### config.mk
export PLATFORM = sky130hd
export DESIGN_NAME = square_sweep_unit
export DESIGN_NICKNAME = d
export VERILOG_FILES = /design/src/rtl/square_sweep_unit.sv
export SDC_FILE = /design/constraint.sdc
export NUM_CORES = 1
export LEC_CHECK = 0
export CORE_MARGIN = 2
export CORE_UTILIZATION = 57
export CTS_BUF_LIST = sky130_fd_sc_hd__clkbuf_16
export DETAILED_ROUTE_END_ITERATION = 10
export PLACE_DENSITY = 0.86
export RECOVER_POWER = 50
export REMOVE_ABC_BUFFERS = 1
export SETUP_SLACK_MARGIN = 0.5
export SYNTH_ARGS = -nofsm -noshare
export SYNTH_HDL_FRONTEND = slang
export SYNTH_SLANG_ARGS = --single-unit
### constraint.sdc
create_clock -name ACLK -period 12.69 [get_ports ACLK]
set_input_delay 2.538 -clock ACLK [delete_from_list [all_inputs] [get_ports ACLK]]
set_output_delay 2.538 -clock ACLK [all_outputs]
set_load 0.01 [all_outputs]
### src/rtl/square_sweep_unit.sv
// Sweep unit for one APU square channel: owns the 11-bit period register and the
// sweep divider. Optional debug outputs sweep_div/sweep_upd under SQUARE_SWEEP_DEBUG_EN.
module square_sweep_unit #(
    parameter int unsigned PERIOD_W = 11,
    parameter int unsigned ONES_NEG = 1
) (
    input  logic                ACLK,
    input  logic                RES,
    input  logic                half_frame,
    input  logic                wr_sweep,
    input  logic                wr_lo,
    input  logic                wr_hi,
    input  logic [7:0]          din,
    output logic [PERIOD_W-1:0] freq,
    output logic [PERIOD_W-1:0] target,
    output logic                mute
`ifdef SQUARE_SWEEP_DEBUG_EN
    ,
    output logic [2:0]          sweep_div,
    output logic                sweep_upd
`endif
);

    localparam int unsigned DIV_W   = 3;
    localparam int unsigned SHIFT_W = 3;
    localparam int unsigned HI_W    = PERIOD_W - 8;
    localparam int unsigned SUM_W   = PERIOD_W + 1;

    logic [PERIOD_W-1:0] freq_q, freq_d;
    logic                en_q, en_d;
    logic [DIV_W-1:0]    per_q, per_d;
    logic                neg_q, neg_d;
    logic [SHIFT_W-1:0]  shift_q, shift_d;
    logic [DIV_W-1:0]    div_q, div_d;
    logic                reload_q, reload_d;
    logic                upd_q;

    logic [PERIOD_W-1:0] sh;
    logic [PERIOD_W-1:0] addend;
    logic                cin;
    logic [SUM_W-1:0]    sum;
    logic                cout;
    logic                upd;

    // Target adder shared with the channel: negate is ~sh with a mode-dependent carry-in.
    always_comb begin
        sh     = freq_q >> shift_q;
        addend = neg_q ? ~sh : sh;
        cin    = neg_q && (ONES_NEG == 0);
        sum    = {1'b0, freq_q} + {1'b0, addend} + SUM_W'(cin);
        target = sum[PERIOD_W-1:0];
        cout   = sum[PERIOD_W];
        mute   = (freq_q < PERIOD_W'(8)) | (~neg_q & cout);
    end

    // Next state: sweep step on pre-edge state, then register writes override their bits.
    always_comb begin
        freq_d   = freq_q;
        en_d     = en_q;
        per_d    = per_q;
        neg_d    = neg_q;
        shift_d  = shift_q;
        div_d    = div_q;
        reload_d = reload_q;
        upd      = half_frame && (div_q == '0) && en_q && (shift_q != '0) && !mute;

        if (upd) begin
            freq_d = target;
        end
        if (half_frame) begin
            if ((div_q == '0) || reload_q) begin
                div_d    = per_q;
                reload_d = 1'b0;
            end else begin
                div_d = div_q - DIV_W'(1);
            end
        end
        if (wr_lo) begin
            freq_d[7:0] = din;
        end
        if (wr_hi) begin
            freq_d[PERIOD_W-1:8] = din[HI_W-1:0];
        end
        if (wr_sweep) begin
            en_d     = din[7];
            per_d    = din[6:4];
            neg_d    = din[3];
            shift_d  = din[2:0];
            reload_d = 1'b1;
        end
    end

    always_ff @(posedge ACLK) begin
        if (RES) begin
            freq_q   <= '0;
            en_q     <= 1'b0;
            per_q    <= '0;
            neg_q    <= 1'b0;
            shift_q  <= '0;
            div_q    <= '0;
            reload_q <= 1'b0;
            upd_q    <= 1'b0;
        end else begin
            freq_q   <= freq_d;
            en_q     <= en_d;
            per_q    <= per_d;
            neg_q    <= neg_d;
            shift_q  <= shift_d;
            div_q    <= div_d;
            reload_q <= reload_d;
            upd_q    <= upd;
        end
    end

    assign freq = freq_q;

`ifdef SQUARE_SWEEP_DEBUG_EN
    assign sweep_div = div_q;
    assign sweep_upd = upd_q;
`else
    logic unused_dbg;
    assign unused_dbg = upd_q;
`endif

endmodule

# After elaboration in Yosys (flattened, before gate mapping)
# Index checks and enable logic that the tools add are counted.
dict set report classes {
  add_sub_neg 2
  n_lt_le_gt_ge 1
  shift 1
  muxes 8
  n_bitwise 4
  n_reduce_logical 13
}
# cell count
set op_table {}
lappend op_table {{$mux W11} 2}
lappend op_table {{$add A11 B11 Y12} 1}
lappend op_table {{$lt A11 B4 Y1 const B} 1}
lappend op_table {{$not A11 Y11} 1}
lappend op_table {{$shr A11 B3 Y11} 1}
lappend op_table {{$mux W8} 1}
lappend op_table {{$reduce_bool A2 Y1} 4}
lappend op_table {{$mux W3} 2}
lappend op_table {{$logic_and A1 B1 Y1} 4}
lappend op_table {{$logic_not A3 Y1} 1}
lappend op_table {{$mux W1} 3}
lappend op_table {{$reduce_bool A3 Y1} 1}
lappend op_table {{$sub A3 B1 Y3 const B} 1}
lappend op_table {{$reduce_and A2 Y1} 1}
lappend op_table {{$and A1 B1 Y1} 1}
lappend op_table {{$logic_not A1 Y1} 1}
lappend op_table {{$logic_or A1 B1 Y1} 1}
lappend op_table {{$not A1 Y1} 1}
lappend op_table {{$or A1 B1 Y1} 1}
dict set report totals {
  reg_bits 23
  elab_cells 37
}

# Logic depth before layout (Yosys ltp)
dict set report depth {
  word_depth 10
  depth_mapped 16
}

# Least setup slack after synthesis
# Ideal clock, no wire load.
dict set report synth_timing {
  kind {reg-to-output}
  startpoint {reg shift_q[1]}
  endpoint {out target[10]}
  arrival_ns 3.256
  path_slack_ns 6.896
  path_stages_with_launch 12
  path_buffers 2
  path_cell_list {dfxtp_1 -> buf_4 -> clkbuf_1 -> mux2i_1 -> mux4_2 -> xnor2_1 -> ha_1 -> fa_1 -> a21o_1 -> a2111oi_2 -> nor3_1 -> or3_1}
}
dict set report synth_between {
  elab_chain_len 4
}
# element line
set synth_lines {}
lappend synth_lines {{start, declared} 33} ;# logic [SHIFT_W-1:0] shift_q, shift_d;
lappend synth_lines {{start signal, assigned} 108} ;# shift_q <= shift_d;
lappend synth_lines {{$shr A11 B3 Y11 *} 47} ;# sh = freq_q >> shift_q;
lappend synth_lines {{$not A11 Y11} 48} ;# addend = neg_q ? ~sh : sh;
lappend synth_lines {{$mux W11 *} 48}
lappend synth_lines {{$add A11 B11 Y12 *} 50} ;# sum = {1'b0, freq_q} + {1'b0, addend} + SUM_W'(cin);
lappend synth_lines {{end, declared} 15} ;# output logic [PERIOD_W-1:0] target,
# Every way passes the cells marked *; elsewhere a longest branch is shown, timed or not.

# Worst setup path in the final report
# Same ends and word-level chain as after synthesis.

==> impl_metrics.py <==
metrics = {
    "outcome": {
        "status": "completed",
    },
    "synth": {
        "synth_cell_types": 53,
        "netlist_area_sq_um": 2070,
        "synth_top_cell_by_area": "dfxtp_1",
        "synthArstFlopShare": 0,
        "ys_seq_area_frac": 0.223,
        "synthTopCellsByArea": "dfxtp_1, mux2i_1, ha_1",
        "synth_flop_cell": "dfxtp_1",
        "synth-seq-cells": 23,
        "syn_inst": 241,
        "synth_top_area_frac": 0.223,
        "synth-edff-count": 0,
        "syn_avg_cell_area_sq_um": 8.58,
        "ys_warn_count": 0,
    },
    "sta": {
        "slew_viol_final": 0,
        "rsz0062_at_grt": "false",
        "skew_ps": 5.80,
        "finalCritPeriodShare": 0.542,
        "worst_pin_slew_ps": 970,
        "setup_tns_ps": 0,
        "setup_viol": 0,
        "slew_headroom": 0.351,
        "max_clock_freq_mhz": 145,
        "fin_crit_ps": 6880,
        "hold_viol_final": 0,
    },
    "critical_path": {
        "path_delay_family": "flip-flops",
        "required_ps": 10150,
        "path_max_fanout": 16,
        "crit_buf_inv": 1,
        "startpoint_type": "flop",
        "critical-path-max-stage-delay_ps": 790,
        "crit_chain": "mux2i_1 > mux4_2 > xnor2_1 > ha_1 > fa_1 > a21o_1 > a2111oi_2 > nor3_1 > or3_1 > clkdlybuf4s50_1",
        "path_class": "flop to primary output",
        "arrival_ps": 4340,
        "critPathSlowestCell": "dfxtp_1",
        "r2r_cells": 11,
        "worst-path-stages": 10,
        "critPathCaptureType": "primary output",
    },
    "layout": {
        "layout_commonest_cell": "nor2_1",
        "diodes": 0,
        "nets": 296,
        "design_area_sq_um": 2500,
        "fin_util": 0.732,
        "layout-drive-gt1-share": 0.0861,
        "fillCellCount": 261,
        "final_cells": 313,
        "area_growth_pct": 20.9,
        "layout_common_cells": "nor2_1, mux2i_1, clkdlybuf4s50_1",
    },
    "place": {
        "place_congestion": 0.856,
        "dpl_cell_area_sq_um": 2420,
        "post-dp-hpwl_um": 3780,
        "dp_cells": 309,
        "io_buffer_count": 36,
    },
    "global_route": {
        "grt.overflow.total": 0,
        "grt_max_degree": 30,
        "track_usage": 0.256,
        "grt_pass1_vias": 1812,
        "antenna_found_initial": 0,
        "grt_pass1_wl_um": 8360,
    },
    "floorplanning": {
        "fp.dieW_um": 64.2,
        "die_area_sq_um": 4130,
        "io_pins": 37,
        "rows": 21,
        "dieHeight_um": 64.2,
        "core_sq_um": 3420,
        "initial_utilization": 0.605,
    },
    "min_path": {
        "hold_path_class": "flop to flop",
        "worst_hold_path.num_cells": 2,
    },
    "clock_network": {
        "clk_path_buf_depth": 2,
        "post_cts_buffers": 0,
        "clk_pin_slew_ps": 60,
        "cts.sinks": 23,
        "cts_hold_buf": 0,
        "cts_tree": "yes",
        "cts_resized": 0,
        "cts.root.buffer_cell": "clkbuf_16",
        "numCtsBuffers": 3,
        "clkLatencyLatePin_ps": 260,
        "cts-htree-levels": 1,
    },
    "route": {
        "wl_per_cell_um": 15.6,
        "dr.pass1.iters": 4,
        "ant_nets": 0,
        "vias_per_cell": 5.87,
        "drcViolationCount": 0,
        "drt-total-wl_um": 4870,
        "vias": 1837,
        "drtIter0Drc": 92,
    },
    "power": {
        "p_leak_uw": 0.00104,
        "power.density_nw_per_um2": 115,
        "vdd_ir_drop_max_v": 0.0000825,
    },
    "flow_run": {
        "maxCapViolations": 0,
    },
}
==> cell usage after synthesis, drive strengths merged, types with 3 or more instances <==
cell type,count
o22ai,4
nand3b,3
a21o,4
nand2b,3
dfxtp,23
inv,9
clkbuf,8
buf,6
a211oi,8
mux2,4
mux2i,27
xor2,7
nor3,5
nand2,17
nand3,6
ha,13
a21oi,13
xnor2,11
nor2,30
o21ai,7
==> state kept, by name (all words and copies together) (netlist names) <==
| name | cells |
|---|---|
| div_q | 3 |
| en_q | 1 |
| freq | 11 |
| neg_q | 1 |
| per_q | 3 |
| reload_q | 1 |
| shift_q | 3 |
==> routing by layer <==
| metal | share of wire | global-route usage | vias up |
|---|---|---|---|
| met5 | 0 | 0 | - |
| met1 | 0.48 | 0.344 | 851 |
| li1 | - | - | 938 |
| met2 | 0.47 | 0.431 | 41 |
| met4 | 0.0099 | 0.0638 | 0 |
| met3 | 0.038 | 0.0387 | 7 |
==> cell type report <==
type / count / area, sq um / share of cell area
Clock buffer: 3 / 75.1 / 0.0300
Clock inverter: 1 / 7.51 / 0.00300
Inverter: 9 / 33.8 / 0.0135
Multi-Input combinational cell: 195 / 1510 / 0.602
Sequential cell: 23 / 460 / 0.184
Tap cell: 46 / 57.6 / 0.0230
Timing Repair Buffer: 36 / 360 / 0.144
==> cells by family after synthesis <==
kind of cell / Yosys count / synth area share
and+or+nand+nor: 75 / 0.180
AOI/OAI and AO/OA: 55 / 0.209
muxes: 33 / 0.174
buffers and inverters: 23 / 0.0496
DFF: 23 / 0.223
xor gates and xnor gates: 18 / 0.0762
adders and majority gates: 14 / 0.0883
==> tightest hold or removal path, cell delays in order (launching register included) <==
cell and delay, ps:
dfxtp_1 320, mux2i_1 70, nor2_1 70
==> worst paths after layout <==
check	start	end	slack [ps]
hold / removal	div_q[1]	div_q[1]	500
hold reg to reg	div_q[1]	div_q[1]	500
setup reg to reg	shift_q[1]	freq[10]	8770
setup / recovery	shift_q[1]	target[10]	5810
==> stage by stage <==
step,hold slack [ps],power (uW),worst slack (ps)
after floorplan,460,166,6960
after global placement,477,217,6290
after detailed placement,488,219,6160
after CTS,503,287,5880
after global routing,529,303,5630
final,497,287,5810
==> power by group <==
part           switching [uW]  total [uW]  internal, uW
clock network            26.4        69.1          42.7
registers                10.2        87.7          77.6
logic                    63.4         130          66.3
total                     100         287           187
Note: power is estimated with default switching activity, not from simulation.
